### config.mk
export PLATFORM = sky130hd
export DESIGN_NAME = pipeline_scoreboard
export DESIGN_NICKNAME = d
export VERILOG_FILES = /design/src/rtl/pipeline_scoreboard_pkg.sv /design/src/rtl/pipeline_scoreboard_mc_tracker.sv /design/src/rtl/pipeline_scoreboard.sv
export SDC_FILE = /design/constraint.sdc
export NUM_CORES = 1
export LEC_CHECK = 0
export BUFFER_PORTS_ARGS = -buffer_cell sky130_fd_sc_hd__clkbuf_2
export CORE_MARGIN = 5
export CORE_UTILIZATION = 64
export CTS_BUF_LIST = sky130_fd_sc_hd__clkbuf_8
export CTS_CLUSTER_DIAMETER = 80
export DETAILED_ROUTE_END_ITERATION = 7
export PLACE_DENSITY = 0.91
export SLEW_MARGIN = 25
export SYNTH_ARGS = -nofsm -noshare
export SYNTH_HDL_FRONTEND = slang
export SYNTH_SLANG_ARGS = --single-unit
### constraint.sdc
create_clock -name clk -period 5.41 [get_ports clk]
set_clock_uncertainty 0.05 [all_clocks]
set_input_delay 1.082 -clock clk [delete_from_list [all_inputs] [get_ports clk]]
set_output_delay 1.082 -clock clk [all_outputs]
set_load 0.01 [all_outputs]
### src/rtl/pipeline_scoreboard_pkg.sv
// Shared types for the ID-stage hazard scoreboard and its multi-cycle unit tracker.
package pipeline_scoreboard_pkg;

  localparam int MC_LATENCY_DEF = 4;
  // Wide enough to hold MC_LATENCY-1 for the largest legal latency of 16.
  localparam int MC_CNT_W       = 4;

  typedef enum logic [1:0] {
    KIND_ALU  = 2'b00,
    KIND_LOAD = 2'b01,
    KIND_MC   = 2'b10,
    KIND_RSVD = 2'b11
  } id_kind_e;

  typedef enum logic {
    MC_IDLE = 1'b0,
    MC_BUSY = 1'b1
  } mc_state_e;

endpackage

### src/rtl/pipeline_scoreboard_mc_tracker.sv
// Tracks the single in-flight multi-cycle op: an occupancy FSM, a latency countdown
// and the destination register captured when the op issued.
module mc_tracker
  import pipeline_scoreboard_pkg::*;
#(
  parameter int REG_AW     = 5,
  parameter int MC_LATENCY = MC_LATENCY_DEF
) (
  input  logic              clk,
  input  logic              reset_n,
  input  logic              mc_issue,
  input  logic [REG_AW-1:0] issue_rd,
  output logic              mc_busy,
  output logic              mc_wb_valid,
  output logic [REG_AW-1:0] mc_wb_rd
);

  localparam logic [MC_CNT_W-1:0] RELOAD = MC_CNT_W'(MC_LATENCY - 1);

  mc_state_e           state;
  logic [MC_CNT_W-1:0] count;
  logic [REG_AW-1:0]   rd_q;

  // NOTE: all state uses non-blocking assignments so every register samples pre-edge values.
  always_ff @(posedge clk or negedge reset_n) begin
    if (!reset_n) begin
      state <= MC_IDLE;
      count <= '0;
      rd_q  <= '0;
    end else if (mc_issue) begin
      // A new op may only issue while idle or in the writeback cycle, so this is a clean reload.
      state <= MC_BUSY;
      count <= RELOAD;
      rd_q  <= issue_rd;
    end else if (state == MC_BUSY) begin
      if (count == '0) state <= MC_IDLE;
      else             count <= count - 1'b1;
    end
  end

  assign mc_busy     = (state == MC_BUSY);
  assign mc_wb_valid = (state == MC_BUSY) && (count == '0);
  assign mc_wb_rd    = mc_wb_valid ? rd_q : '0;

endmodule

### src/rtl/pipeline_scoreboard.sv
// ID-stage hazard unit: pending-register scoreboard for LOAD/MC results, stall/flush
// control, multi-cycle unit occupancy and a saturating stall counter.
module pipeline_scoreboard
  import pipeline_scoreboard_pkg::*;
#(
  parameter int REG_AW     = 5,
  parameter int MC_LATENCY = MC_LATENCY_DEF,
  parameter int CNT_W      = 32
) (
  input  logic              clk,
  input  logic              reset_n,
  input  logic              id_valid,
  input  logic [REG_AW-1:0] id_rs1,
  input  logic [REG_AW-1:0] id_rs2,
  input  logic              id_rs1_used,
  input  logic              id_rs2_used,
  input  logic [REG_AW-1:0] id_rd,
  input  logic              id_reg_write,
  input  logic [1:0]        id_kind,
  input  logic              flush,
  input  logic              ld_wb_valid,
  input  logic [REG_AW-1:0] ld_wb_rd,
  output logic              pc_write,
  output logic              if_id_write,
  output logic              ctrl_sel,
  output logic              issue,
  output logic              mc_busy,
  output logic              mc_wb_valid,
  output logic [REG_AW-1:0] mc_wb_rd,
  output logic [CNT_W-1:0]  stall_count
);

  localparam int NREG = 2 ** REG_AW;

  id_kind_e          kind;
  logic [NREG-1:0]   pend;
  logic [NREG-1:0]   clr_ld;
  logic [NREG-1:0]   clr_mc;
  logic [NREG-1:0]   set_pend;
  logic [NREG-1:0]   eff_pend;
  logic              raw_rs1;
  logic              raw_rs2;
  logic              waw_rd;
  logic              mc_struct;
  logic              stall;
  logic              is_mc;
  logic              marks_rd;
  logic [REG_AW-1:0] mc_issue_rd;

  assign kind  = id_kind_e'(id_kind);
  assign is_mc = (kind == KIND_MC);

  // NOTE: every always_comb output gets a default first so no path can infer a latch.
  always_comb begin
    clr_ld   = '0;
    clr_mc   = '0;
    set_pend = '0;
    if (ld_wb_valid) clr_ld[ld_wb_rd] = 1'b1;
    if (mc_wb_valid) clr_mc[mc_wb_rd] = 1'b1;
    if (marks_rd)    set_pend[id_rd]  = 1'b1;
  end

  // Results in WB this cycle are forwarded, so they no longer block; x0 is never pending.
  assign eff_pend  = pend & ~clr_ld & ~clr_mc & ~NREG'(1);

  assign raw_rs1   = id_rs1_used  & eff_pend[id_rs1];
  assign raw_rs2   = id_rs2_used  & eff_pend[id_rs2];
  assign waw_rd    = id_reg_write & eff_pend[id_rd];
  assign mc_struct = is_mc & mc_busy & ~mc_wb_valid;

  assign stall       = id_valid & ~flush & (raw_rs1 | raw_rs2 | waw_rd | mc_struct);
  assign issue       = id_valid & ~stall & ~flush;
  assign pc_write    = ~stall;
  assign if_id_write = ~stall;
  assign ctrl_sel    = flush | (id_valid & ~issue);

  assign marks_rd    = issue & id_reg_write & (id_rd != '0) & ((kind == KIND_LOAD) | is_mc);
  assign mc_issue_rd = id_reg_write ? id_rd : '0;

  // NOTE: pend is a flop vector rather than a RAM, so resetting it asynchronously is legal and cheap.
  always_ff @(posedge clk or negedge reset_n) begin
    if (!reset_n) begin
      pend        <= '0;
      stall_count <= '0;
    end else begin
      // OR-ing the set after the clears lets a new producer win over a same-cycle writeback.
      pend <= (pend & ~clr_ld & ~clr_mc) | set_pend;
      if (stall && (stall_count != '1)) stall_count <= stall_count + 1'b1;
    end
  end

  mc_tracker #(
    .REG_AW     (REG_AW),
    .MC_LATENCY (MC_LATENCY)
  ) u_mc_tracker (
    .clk         (clk),
    .reset_n     (reset_n),
    .mc_issue    (issue & is_mc),
    .issue_rd    (mc_issue_rd),
    .mc_busy     (mc_busy),
    .mc_wb_valid (mc_wb_valid),
    .mc_wb_rd    (mc_wb_rd)
  );

endmodule

==> results of run 1 <==
-- cell type report --
class	count	area, sq um
inverter	25	93.8
clock buffer	9	124
clock inverter	7	101
multi-input combinational	437	2910
fill	578	2020
tap	102	128
sequential	73	1830
timing repair buffer	83	445
-- metrics by stage --
stage / total power (W) / area [sq um]
2_1_floorplan: 0.000976 / 4960
3_3_place_gp: 0.00112 / 5400
3_5_place_dp: 0.00114 / 5400
4_1_cts: 0.00162 / 5630
5_1_grt: 0.00171 / 5630
6_report: 0.00163 / 5630
-- cells by family after synthesis --
family / synth area share, %
AOI/OAI and AO/OA: 20.4
xor gates and xnor gates: 5.83
adders and majority gates: 0.757
buffers and inverters: 4.44
DFF: 36.8
muxes: 6.21
and+or+nand+nor: 25.5
-- sequential cells by signal, indices dropped and copies added, names as in the netlist --
name	cells
u_mc_tracker.count	4
u_mc_tracker.mc_busy	1
pend	31
stall_count	32
u_mc_tracker.rd_q	5
-- synthesized netlist by cell type (10+ instances only) --
cell type | number | share of area (%)
sky130_fd_sc_hd__mux2i_1 | 18 | 3.6
sky130_fd_sc_hd__dfrtp_1 | 73 | 37
sky130_fd_sc_hd__nand3_1 | 26 | 2.6
sky130_fd_sc_hd__a21oi_1 | 11 | 1.1
sky130_fd_sc_hd__xnor2_1 | 12 | 2.1
sky130_fd_sc_hd__nor3_1 | 25 | 2.5
sky130_fd_sc_hd__nor2_1 | 39 | 3.0
sky130_fd_sc_hd__nand2b_1 | 16 | 2.0
sky130_fd_sc_hd__o21bai_1 | 16 | 2.4
sky130_fd_sc_hd__o21ai_0 | 44 | 4.4
sky130_fd_sc_hd__inv_1 | 23 | 1.7
sky130_fd_sc_hd__clkbuf_1 | 16 | 1.2
sky130_fd_sc_hd__nand2_1 | 46 | 3.5
sky130_fd_sc_hd__and3_1 | 10 | 1.3
sky130_fd_sc_hd__xor2_1 | 21 | 3.7
-- per-layer routing --
| layer | global-route usage (%) | up-vias |
|---|---|---|
| li1 | - | 2215 |
| met1 | 44.3 | 2426 |
| met2 | 53.9 | 401 |
| met3 | 7.86 | 97 |
| met4 | 18.8 | 0 |
| met5 | 0 | - |
-- worst max-delay path: cells and delay by family --
family                 cells  cell delay [ps]
AOI/OAI and AO/OA          6             1770
buffers and inverters      2              350
muxes                      1               80
and+or+nand+nor            1              630
-- where the power goes --
| group | internal (W) | switching [W] | total [W] |
|---|---|---|---|
| combinational | 0.000162 | 0.000286 | 0.000447 |
| clock | 0.000265 | 0.000229 | 0.000494 |
| sequential | 0.000611 | 0.0000826 | 0.000693 |
-- worst min-delay path by stage --
stage	from	endpoint	slack, ps
floorplan	u_mc_tracker.count[1]$_DFFE_PN0P_	u_mc_tracker.count[1]$_DFFE_PN0P_	430
global route	stall_count[29]$_DFFE_PN0P_	stall_count[29]$_DFFE_PN0P_	470
CTS	stall_count[29]$_DFFE_PN0P_	stall_count[29]$_DFFE_PN0P_	440
global placement	stall_count[29]$_DFFE_PN0P_	stall_count[29]$_DFFE_PN0P_	420
detailed placement	stall_count[29]$_DFFE_PN0P_	stall_count[29]$_DFFE_PN0P_	430
finish	stall_count[29]$_DFFE_PN0P_	stall_count[29]$_DFFE_PN0P_	440
==> out/results.env, run 1 <==
FP.COREAREA_SQ_UM=7650
TRITONCTS_CLOCK_TREE='done'
CP.ARRIVAL_PS=3920
RR_ENDPOINT='u_mc_tracker.rd_q[3]$_DFFE_PN0P_'
RSZ_0062_RAISED_AFTER_GLOBAL_ROUTING='false'
LAYOUT-DRIVE-GT1-SHARE_PCT=19.6
CLK-INSERTION-DELAY-LATE_PS=350
CTS-ROOT-BUF='sky130_fd_sc_hd__clkbuf_8'
DIE_WIDTH_UM=98.0
DIE_H_UM=98.0
CTSRESIZECOUNT=0
MET1_WL_MM=6.06
HOLD_PATH.CLASS='reg -> reg'
DR.MAX_LAYER_USED='met4'
GLOBAL_ROUTE_TOTAL_USAGE_ACROSS_EVERY_LAYER_PCT=34.4
DRC=0
CTS.REPORTEDPATHS.CLKPINSLEW_PS=80
TIMING.CRITICAL_PATH.SLOWEST_CELL_DELAY_PS=630
FINAL_HOLD_SLACK_PS=444
MAX_CLOCK_FREQ_MHz=198
WORSTSETUPPATHTYPE='in -> out'
YOSYS_REGISTER_BITS=73
POST-ROUTE-MIN-PERIOD_PS=5050
LAYOUT.CELLS.MOST_COMMON='sky130_fd_sc_hd__dfrtp_1'
CRITICAL_PATH_CELL_WITH_THE_HIGHEST_STAGE_DELAY='sky130_fd_sc_hd__or4b_1'
MOSTFREQUENTLAYOUTCELLS='sky130_fd_sc_hd__dfrtp_1 (73), sky130_fd_sc_hd__clkbuf_2 (71), sky130_fd_sc_hd__nand2_1 (46), sky130_fd_sc_hd__o21ai_0 (44), sky130_fd_sc_hd__nor2_1 (39)'
STARTPOINT_TYPE='primary input'
CP.REQUIRED_PS=4280
CLKSINKCOUNT=73
DETAILEDROUTE.FIRSTITERATIONVIOLATIONS=609
ANTENNA_FOUND_INITIAL=0
AVGROUTEDWIREPERCELL_UM=22.3
RUN_STATUS='finished clean'
GRT_START_MAX_NET_PINS=46
VIA_COUNT=5139
VIAS_IN_THE_FIRST_GLOBAL_ROUTE=4993
DETAILROUTE.WIRELENGTH.MET2_MM=7.50
ENDPOINT='if_id_write'
SYNTH_ASYNC_SR_FLOP_SHARE_PCT=100
HTREE_LEVELS=3
TIMING.FINAL.MAX_SLEW_VIOLATIONS=0
HOLD_PATH_DEPTH=1
ENDPOINT_KIND='output pin'
YS_SEQ_AREA_SHARE_PCT=36.8
TIMING_WORST_SLEW_PIN_VALUE_PS=727
SYN_AREA_PER_CELL_SQ_UM=8.84
POST-ROUTE-WORST-SETUP-SLACK_PS=361
MAPPEDNETLISTAREA_SQ_UM=4960
LAYOUT.NETS=662
SYN_NETS=594
FLOW.AREA_GROWTH_FROM_SYNTHESIS_PCT=13.5
CTS_BUFFERS=9
TIMING.CRITICAL_PATH.FROM='ld_wb_rd[0]'
YOSYS_MOST_USED_DFF='sky130_fd_sc_hd__dfrtp_1'
WORST_R2R_STARTPOINT='u_mc_tracker.count[0]$_DFFE_PN0P_'
PLACE_WS_PS=496
FLOORPLAN.ROWS=32
TOTALWIRELENGTH_MM=16.4
WL_MET3_MM=1.79
POSTCTSSETUPREPAIRBUFS=0
FLOORPLAN.INITIALDENSITY_PCT=64.9
FINALSETUPVIOLATIONS=0
POWER.DENSITY_CELL_AREA_nW_PER_UM2=290
REG2REG_DEPTH=13
SYNTHCELLS=561
FINAL_HOLD_VIOL_COUNT=0
NUMBER_OF_WARNINGS_REPORTED_IN_THE_YOSYS_SYNTHESIS_LOG=0
SLEW_HEADROOM_PCT=51.5
LEAKAGEPOWER_nW=2.55
SYNTH-EDFF-COUNT=0
TOTAL_OF_BUFFERS_PLACED_ON_INPUT_AND_OUTPUT_PORTS=72
GRT-OVFL-TOTAL=0
DETAIL_ROUTE.FIRST_PASS.ITERATIONS=8
POST_DETAIL_PLACE_HPWL_MM=12.3
DP.CELLS=720
MIN_PERIOD_OVER_PERIOD_PCT=93.3
GRT_FIRST_PASS_WIRELENGTH_MM=26.3
MAX-CAP-VIOLATIONS=0
GP_CONGESTION=1.05
HOLD_BUFFERS=0
RRSETUPSLACK_PS=1290
MAX_FO_CRITICAL_PATH=8
ROUTE.DETAILED.VIAS_PER_INST=6.98
SYNTH_CELL_TYPES=80
LAYOUT.CELLS.NON_FILLER=736
DESIGN.PORTCOUNT=73
FINAL_CORE_UTILIZATION_PCT=73.6
FULL_DIE_AREA_SQ_UM=9610
TNS_PS=0
VDD.IR_DROP.WORST_mV=0.240
POST_ROUTE_ANTENNA_NET_VIOLATION_COUNT=0
TIMING.CRITICAL_PATH.CELLS='clkbuf_2, or4b_1, o21ai_0, a21o_1, mux2i_1, o311a_1, a211oi_1, o311ai_2, o21ai_0, clkbuf_2'
MAXIMUM_CLOCK_INSERTION_BUFFER_COUNT=2
NUM_ANTENNA_CELLS=0
Power figures use the tool's default switching activity.
==> inputs of run 2 (changes only) <==
--- a/config.mk
+++ b/config.mk
@@ -7,11 +7,11 @@
 export LEC_CHECK = 0
 export BUFFER_PORTS_ARGS = -buffer_cell sky130_fd_sc_hd__clkbuf_2
 export CORE_MARGIN = 5
-export CORE_UTILIZATION = 64
-export CTS_BUF_LIST = sky130_fd_sc_hd__clkbuf_8
+export CORE_UTILIZATION = 63
+export CTS_BUF_LIST = sky130_fd_sc_hd__clkbuf_4 sky130_fd_sc_hd__clkbuf_8 sky130_fd_sc_hd__clkbuf_16
 export CTS_CLUSTER_DIAMETER = 80
 export DETAILED_ROUTE_END_ITERATION = 7
-export PLACE_DENSITY = 0.91
+export PLACE_DENSITY = 0.9
 export SLEW_MARGIN = 25
 export SYNTH_ARGS = -nofsm -noshare
 export SYNTH_HDL_FRONTEND = slang
==> out/results.env, run 2 (same netlist as run 1, synthesis figures left out) <==
CLKSINKCOUNT=73  # unchanged
HOLD_PATH.CLASS='reg -> reg'  # unchanged
TRITONCTS_CLOCK_TREE='done'  # unchanged
DRC=21  # was 0
POST_DETAIL_PLACE_HPWL_MM=12.1  # was 12.3 mm
MAXIMUM_CLOCK_INSERTION_BUFFER_COUNT=2  # unchanged
RUN_STATUS='finished with violations'  # was finished clean
STARTPOINT_TYPE='register'  # was primary input
ENDPOINT='if_id_write'  # unchanged
POWER.DENSITY_CELL_AREA_nW_PER_UM2=284  # was 290 nW/um^2
NUM_ANTENNA_CELLS=0  # unchanged
MAX_FO_CRITICAL_PATH=11  # was 8
GP_CONGESTION=1.09  # was 1.05
TIMING.CRITICAL_PATH.CELLS='inv_1, ha_1, nand4bb_1, buf_4, nor4_2, a21oi_1, a211oi_1, nor3_1, a211oi_1, o311ai_2, o21ai_0, clkbuf_2'  # was clkbuf_2, or4b_1, o21ai_0, a21o_1, mux2i_1, o311a_1, a211oi_1, o311ai_2, o21ai_0, clkbuf_2
REG2REG_DEPTH=13  # unchanged
CTSRESIZECOUNT=0  # unchanged
LARGEST-REGISTER='stall_count'  # unchanged
POST-ROUTE-MIN-PERIOD_PS=5200  # was 5050 ps
WORSTSETUPPATHTYPE='reg -> out'  # was in -> out
CPLARGESTDELAYFAMILY='compound AO/OA/AOI/OAI gates'  # unchanged
ROUTE.DETAILED.VIAS_PER_INST=7.01  # was 6.98
GLOBAL_ROUTE_TOTAL_USAGE_ACROSS_EVERY_LAYER_PCT=34.5  # was 34.4%
FP.COREAREA_SQ_UM=7690  # was 7650 sq um
FLOORPLAN.ROWS=32  # unchanged
MAX-CAP-VIOLATIONS=0  # unchanged
RR_ENDPOINT='u_mc_tracker.rd_q[2]$_DFFE_PN0P_'  # was u_mc_tracker.rd_q[3]$_DFFE_PN0P_
DIE_WIDTH_UM=98.7  # was 98.0 um
AREA.SEQUENTIAL_SQ_UM=1830  # unchanged
FLOW.AREA_GROWTH_FROM_SYNTHESIS_PCT=12.3  # was 13.5%
TIMING.FINAL.MAX_SLEW_VIOLATIONS=0  # unchanged
LAYOUT.NETS=659  # was 662
DETAILEDROUTE.FIRSTITERATIONVIOLATIONS=743  # was 609
TIMING_WORST_SLEW_PIN_VALUE_PS=834  # was 727 ps
SLEW_HEADROOM_PCT=44.2  # was 51.5%
VIA_COUNT=5140  # was 5139
LAYOUT.FILLER_CELLS=616  # was 578
ANTENNA_FOUND_INITIAL=0  # unchanged
LAYOUT.CELLS.MOST_COMMON='sky130_fd_sc_hd__dfrtp_1'  # unchanged
CLK-INSERTION-DELAY-LATE_PS=360  # was 350 ps
POSTCTSSETUPREPAIRBUFS=0  # unchanged
ENDPOINT_KIND='output pin'  # unchanged
MULTI_INPUT_COMB_AREA_SQ_UM=2920  # was 2910 sq um
FLOORPLAN.INITIALDENSITY_PCT=64.5  # was 64.9%
CRITICAL_PATH_CELL_WITH_THE_HIGHEST_STAGE_DELAY='sky130_fd_sc_hd__o21ai_0'  # was sky130_fd_sc_hd__or4b_1
CTS.REPORTEDPATHS.CLKPINSLEW_PS=90  # was 80 ps
MAX_CLOCK_FREQ_MHz=192  # was 198 MHz
LARGEST_REGISTER_FFS=32  # unchanged
MOSTFREQUENTLAYOUTCELLS='sky130_fd_sc_hd__dfrtp_1 (73), sky130_fd_sc_hd__clkbuf_2 (71), sky130_fd_sc_hd__nand2_1 (46), sky130_fd_sc_hd__o21ai_0 (44), sky130_fd_sc_hd__nor2_1 (38)'  # was sky130_fd_sc_hd__dfrtp_1 (73), sky130_fd_sc_hd__clkbuf_2 (71), sky130_fd_sc_hd__nand2_1 (46), sky130_fd_sc_hd__o21ai_0 (44), sky130_fd_sc_hd__nor2_1 (39)
MIN_PERIOD_OVER_PERIOD_PCT=96.1  # was 93.3%
BIGGESTREGSBYFLOPS='stall_count x32, pend x31, u_mc_tracker.rd_q x5'  # unchanged
GRT_START_MAX_NET_PINS=40  # was 46
CP.ARRIVAL_PS=4070  # was 3920 ps
TNS_PS=0  # unchanged
FULL_DIE_AREA_SQ_UM=9750  # was 9610 sq um
TIMING.CRITICAL_PATH.SLOWEST_CELL_DELAY_PS=430  # was 630 ps
CRITICAL_PATH.MOST_COMMON_CELL='sky130_fd_sc_hd__a211oi_1'
VIAS_IN_THE_FIRST_GLOBAL_ROUTE=5169  # was 4993
CTS-ROOT-BUF='sky130_fd_sc_hd__clkbuf_8'  # unchanged
TOTALWIRELENGTH_MM=16.6  # was 16.4 mm
HOLD_BUFFERS=0  # unchanged
DETAIL_ROUTE.FIRST_PASS.ITERATIONS=8  # unchanged
DIE_H_UM=98.7  # was 98.0 um
LEAKAGEPOWER_nW=2.52  # was 2.55 nW
CRITICAL_PATH_DEPTH=12  # was 10
AVGROUTEDWIREPERCELL_UM=22.6  # was 22.3 um
CP.REQUIRED_PS=4280  # about the same
FINALSETUPVIOLATIONS=0  # unchanged
GRT_FIRST_PASS_WIRELENGTH_MM=26.8  # was 26.3 mm
LAYOUT-DRIVE-GT1-SHARE_PCT=19.3  # was 19.6%
CTS_BUFFERS=9  # unchanged
FINAL_CORE_UTILIZATION_PCT=72.5  # was 73.6%
RSZ_0062_RAISED_AFTER_GLOBAL_ROUTING='false'  # unchanged
FINAL_HOLD_VIOL_COUNT=0  # unchanged
HTREE_LEVELS=3  # unchanged
WORSTPATHBUFFERINVERTERCOUNT=3  # was 2
WORST_R2R_STARTPOINT='u_mc_tracker.count[0]$_DFFE_PN0P_'  # unchanged
POST_ROUTE_ANTENNA_NET_VIOLATION_COUNT=0  # unchanged
DESIGN.PORTCOUNT=73  # unchanged
TIMING.CRITICAL_PATH.FROM='u_mc_tracker.count[0]$_DFFE_PN0P_'  # was ld_wb_rd[0]
VDD.IR_DROP.WORST_mV=0.144  # was 0.240 mV
RRSETUPSLACK_PS=1130  # was 1290 ps
FAILED_CHECKS='DRC'
GRT-OVFL-TOTAL=0  # unchanged
TOTAL_OF_BUFFERS_PLACED_ON_INPUT_AND_OUTPUT_PORTS=72  # unchanged
run 2: routing by layer:
layer / global-route usage, % / share of wire (%) / vias to the layer above
met2: 53.1 / 46 / 404
met5: 0 / 0 / -
met3: 10.5 / 13 / 96
met4: 17.3 / 4.5 / 0
met1: 44.2 / 37 / 2428
li1: - / - / 2212
run 2: worst min-delay path by stage:
stage	slack (ps)	end	cells past startpoint	start
CTS	440	stall_count[9]$_DFFE_PN0P_	1	stall_count[9]$_DFFE_PN0P_
global route	490	stall_count[9]$_DFFE_PN0P_	1	stall_count[9]$_DFFE_PN0P_
floorplan	430	u_mc_tracker.count[1]$_DFFE_PN0P_	1	u_mc_tracker.count[1]$_DFFE_PN0P_
detailed placement	430	stall_count[9]$_DFFE_PN0P_	1	stall_count[9]$_DFFE_PN0P_
finish	450	stall_count[11]$_DFFE_PN0P_	1	stall_count[11]$_DFFE_PN0P_
global placement	420	stall_count[9]$_DFFE_PN0P_	1	stall_count[9]$_DFFE_PN0P_
run 2: cell type report:
type	count	area share, %
Multi-Input combinational cell	437	52.3
Sequential cell	73	32.8
Timing Repair Buffer	80	7.55
Clock buffer	10	2.47
Tap cell	102	2.29
Inverter	25	1.68
Clock inverter	6	0.876
run 2: where the power goes:
group,internal [W],switching [W]
Sequential,0.000610,0.0000988
Clock,0.000185,0.000234
Combinational,0.000161,0.000294
Total,0.000956,0.000627
run 2: metrics by stage:
step	setup slack [ps]	instance area [sq um]	hold slack [ps]	power, W	cells
final	209	5570	451	0.00158	733
after global routing	30.2	5570	485	0.00164	733
after CTS	302	5570	440	0.00156	733
after detailed placement	459	5380	426	0.00115	717
after global placement	561	5380	424	0.00113	717
after floorplan	821	4960	433	0.000976	561
==> inputs of run 3 (changes only) <==
--- a/config.mk
+++ b/config.mk
@@ -11,8 +11,8 @@
 export CTS_BUF_LIST = sky130_fd_sc_hd__clkbuf_4 sky130_fd_sc_hd__clkbuf_8 sky130_fd_sc_hd__clkbuf_16
 export CTS_CLUSTER_DIAMETER = 80
 export DETAILED_ROUTE_END_ITERATION = 7
+export GPL_TIMING_DRIVEN = 0
 export PLACE_DENSITY = 0.9
-export SLEW_MARGIN = 25
 export SYNTH_ARGS = -nofsm -noshare
 export SYNTH_HDL_FRONTEND = slang
 export SYNTH_SLANG_ARGS = --single-unit
==> out/results.env, run 3 (same netlist as run 1, synthesis figures left out) <==
GLOBAL_ROUTE_TOTAL_USAGE_ACROSS_EVERY_LAYER_PCT=35.1  # was 34.5%
POST-ROUTE-WORST-SETUP-SLACK_PS=99.9  # was 209 ps
MAX-CAP-VIOLATIONS=0  # unchanged
TIMING.CRITICAL_PATH.CELLS='inv_1, ha_1, nand4bb_1, buf_6, nor2_1, a21oi_1, a211oi_1, nor3_1, a211oi_1, o311ai_2, o21ai_0, buf_4, clkbuf_2'  # was inv_1, ha_1, nand4bb_1, buf_4, nor4_2, a21oi_1, a211oi_1, nor3_1, a211oi_1, o311ai_2, o21ai_0, clkbuf_2
ENDPOINT_KIND='output pin'  # unchanged
TIMING.CRITICAL_PATH.SLOWEST_CELL_DELAY_PS=600  # was 430 ps
VIA_COUNT=5093  # was 5140
POSTCTSSETUPREPAIRBUFS=0  # unchanged
WORSTSETUPPATHTYPE='reg -> out'  # unchanged
POST_DETAIL_PLACE_HPWL_MM=12.7  # was 12.1 mm
POST-LAYOUT-TOTAL-POWER_W=0.00160  # was 0.00158 W
CP.REQUIRED_PS=4280  # about the same
DIE_WIDTH_UM=98.7  # unchanged
RSZ_0062_RAISED_AFTER_GLOBAL_ROUTING='false'  # unchanged
CRITICAL_PATH_CELL_WITH_THE_HIGHEST_STAGE_DELAY='sky130_fd_sc_hd__nor2_1'  # was sky130_fd_sc_hd__o21ai_0
MAXIMUM_CLOCK_INSERTION_BUFFER_COUNT=2  # unchanged
WORST_R2R_STARTPOINT='u_mc_tracker.count[0]$_DFFE_PN0P_'  # unchanged
CLKPWRFRAC_PCT=26.2  # was 26.4%
MOSTFREQUENTLAYOUTCELLS='sky130_fd_sc_hd__dfrtp_1 (73), sky130_fd_sc_hd__clkbuf_2 (66), sky130_fd_sc_hd__nand2_1 (46), sky130_fd_sc_hd__o21ai_0 (44), sky130_fd_sc_hd__nor2_1 (39)'  # was sky130_fd_sc_hd__dfrtp_1 (73), sky130_fd_sc_hd__clkbuf_2 (71), sky130_fd_sc_hd__nand2_1 (46), sky130_fd_sc_hd__o21ai_0 (44), sky130_fd_sc_hd__nor2_1 (38)
HOLD_PATH.CLASS='reg -> reg'  # unchanged
POWER_SWITCHING_SHARE_PCT=40.1  # was 39.6%
POWER.DENSITY_CELL_AREA_nW_PER_UM2=284  # about the same
FINALSETUPVIOLATIONS=0  # unchanged
TOTAL_OF_BUFFERS_PLACED_ON_INPUT_AND_OUTPUT_PORTS=67  # was 72
TNS_PS=0  # unchanged
SWITCHINGPOWER_W=0.000641  # was 0.000627 W
POST-ROUTE-MIN-PERIOD_PS=5310  # was 5200 ps
LAYOUT.NETS=673  # was 659
HOLD_PATH_DEPTH=1  # unchanged
DESIGN.PORTCOUNT=73  # unchanged
LAYOUT.FILLER_CELLS=624  # was 616
RRSETUPSLACK_PS=1050  # was 1130 ps
MAX_CLOCK_FREQ_MHz=188  # was 192 MHz
CTS-ROOT-BUF='sky130_fd_sc_hd__clkbuf_8'  # unchanged
FLOORPLAN.ROWS=32  # unchanged
CTSRESIZECOUNT=0  # unchanged
NUM_ANTENNA_CELLS=0  # unchanged
GP_CONGESTION=1.01  # was 1.09
GRT-OVFL-TOTAL=0  # unchanged
FINAL_CORE_UTILIZATION_PCT=73.3  # was 72.5%
ORIGIN_OF_THE_WORST_MIN_DELAY_PATH='stall_count[9]$_DFFE_PN0P_'  # was stall_count[11]$_DFFE_PN0P_
CTS_BUFFERS=9  # unchanged
GRT_FIRST_PASS_WIRELENGTH_MM=26.9  # was 26.8 mm
SLEW_HEADROOM_PCT=46.0  # was 44.2%
RUN_STATUS='finished clean'  # was finished with violations
GRT_START_MAX_NET_PINS=41  # was 40
ROUTE.DETAILED.VIAS_PER_INST=6.82  # was 7.01
STARTPOINT_TYPE='register'  # unchanged
FINAL_HOLD_VIOL_COUNT=0  # unchanged
DETAILEDROUTE.FIRSTITERATIONVIOLATIONS=675  # was 743
CRITICAL_PATH.MOST_COMMON_CELL='sky130_fd_sc_hd__a211oi_1'  # unchanged
MAX_FO_CRITICAL_PATH=10  # was 11
BIGGESTREGSBYFLOPS='stall_count x32, pend x31, u_mc_tracker.rd_q x5'  # unchanged
AVGROUTEDWIREPERCELL_UM=22.8  # was 22.6 um
FLOORPLAN.INITIALDENSITY_PCT=64.5  # unchanged
LARGEST-REGISTER='stall_count'  # unchanged
TIMING.FINAL.MAX_SLEW_VIOLATIONS=0  # unchanged
CTS.REPORTEDPATHS.CLKPINSLEW_PS=100  # was 90 ps
DIE_H_UM=98.7  # unchanged
MIN_PERIOD_OVER_PERIOD_PCT=98.2  # was 96.1%
TRITONCTS_CLOCK_TREE='done'  # unchanged
INTERNAL-POWER_W=0.000957  # was 0.000956 W
CPLARGESTDELAYFAMILY='compound AO/OA/AOI/OAI gates'  # unchanged
REG2REG_DEPTH=13  # unchanged
FLOW.AREA_GROWTH_FROM_SYNTHESIS_PCT=13.6  # was 12.3%
ANTENNA_FOUND_INITIAL=0  # unchanged
CP.ARRIVAL_PS=4180  # was 4070 ps
CLK-INSERTION-DELAY-LATE_PS=370  # was 360 ps
RR_ENDPOINT='stall_count[1]$_DFFE_PN0P_'  # was u_mc_tracker.rd_q[2]$_DFFE_PN0P_
LARGEST_REGISTER_FFS=32  # unchanged
FP.COREAREA_SQ_UM=7690  # unchanged
WORSTPATHBUFFERINVERTERCOUNT=4  # was 3
DETAIL_ROUTE.FIRST_PASS.ITERATIONS=5  # was 8
PLACE_WS_PS=53.2  # was 459 ps
POST_ROUTE_ANTENNA_NET_VIOLATION_COUNT=0  # unchanged
DRC=0  # was 21
CLKSINKCOUNT=73  # unchanged
LAYOUT.CELLS.MOST_COMMON='sky130_fd_sc_hd__dfrtp_1'  # unchanged
LEAKAGEPOWER_nW=2.52  # about the same
LAYOUT-DRIVE-GT1-SHARE_PCT=18.4  # was 19.3%
WHS_ENDPOINT='stall_count[9]$_DFFE_PN0P_'  # was stall_count[11]$_DFFE_PN0P_
VIAS_IN_THE_FIRST_GLOBAL_ROUTE=5157  # was 5169
HTREE_LEVELS=3  # unchanged
TOTALWIRELENGTH_MM=17.0  # was 16.6 mm
VDD.IR_DROP.WORST_mV=0.146  # was 0.144 mV
FULL_DIE_AREA_SQ_UM=9750  # unchanged
COMBPWRFRAC_PCT=31.3  # was 28.8%
TIMING_WORST_SLEW_PIN_VALUE_PS=799  # was 834 ps
FINAL_HOLD_SLACK_PS=456  # was 451 ps
HOLD_BUFFERS=0  # unchanged
SEQUENTIALPOWERSHARE_PCT=42.5  # was 44.8%
-- run 3: cell count changes in the layout (fill, tap and decap cells not counted), sizes merged --
cell      previous run  this run
clkbuf              81        92
buf                  9        11
clkinv               4         2
inv                 27        29
clkinvlp             0         1
-- run 3: final cells by class --
type	count	area [sq um]	share of cell area, %
clock buffers	9	124	2.20
plain buffers	26	126	2.24
flip-flops and latches	73	1830	32.4
multi-input cells	437	2920	51.8
repair buffers	68	358	6.35
inverters	25	93.8	1.67
well taps	102	128	2.27
clock inverters	7	58.8	1.04
-- run 3: per-layer routing --
layer	track usage, %	vias up	wire length (um)
met4	16.2	0	825
li1	-	2226	-
met3	11.3	83	2090
met2	52.3	345	7560
met1	46.9	2439	6550
met5	0	-	0
-- run 3: worst max-delay path by stage --
stage | startpoint | endpoint | slack (ps) | cells after the start
finish | u_mc_tracker.count[0]$_DFFE_PN0P_ | pc_write | 100 | 13
CTS | ld_wb_rd[4] | pc_write | 50 | 9
floorplan | ld_wb_rd[0] | pc_write | 820 | 9
global placement | ld_wb_rd[4] | pc_write | 50 | 9
global route | ld_wb_rd[0] | pc_write | 40 | 11
detailed placement | ld_wb_rd[4] | pc_write | 50 | 9
-- run 3: worst register-to-register path, delay by kind of cell, from the launching register on --
family | cells | cell delay (ps)
compound gates | 5 | 1840
simple gates | 3 | 840
buf+inv | 3 | 550
flops | 1 | 410
mux | 1 | 350
fa+ha+maj | 1 | 220
-- run 3: power by group through the flow --
stage          clock, W  sequential, W  combinational (W)
6_report       0.000419       0.000679           0.000500
2_1_floorplan         0       0.000674           0.000302
4_1_cts        0.000413       0.000675           0.000485
3_3_place_gp          0       0.000681           0.000463
5_1_grt        0.000444       0.000686           0.000535
3_5_place_dp          0       0.000685           0.000483
-- run 3: through the flow --
| step | instances | cell area [sq um] |
|---|---|---|
| final | 747 | 5630 |
| after floorplan | 561 | 4960 |
| after CTS | 747 | 5630 |
| after detailed placement | 731 | 5450 |
| after global placement | 730 | 5420 |
| after global routing | 747 | 5630 |
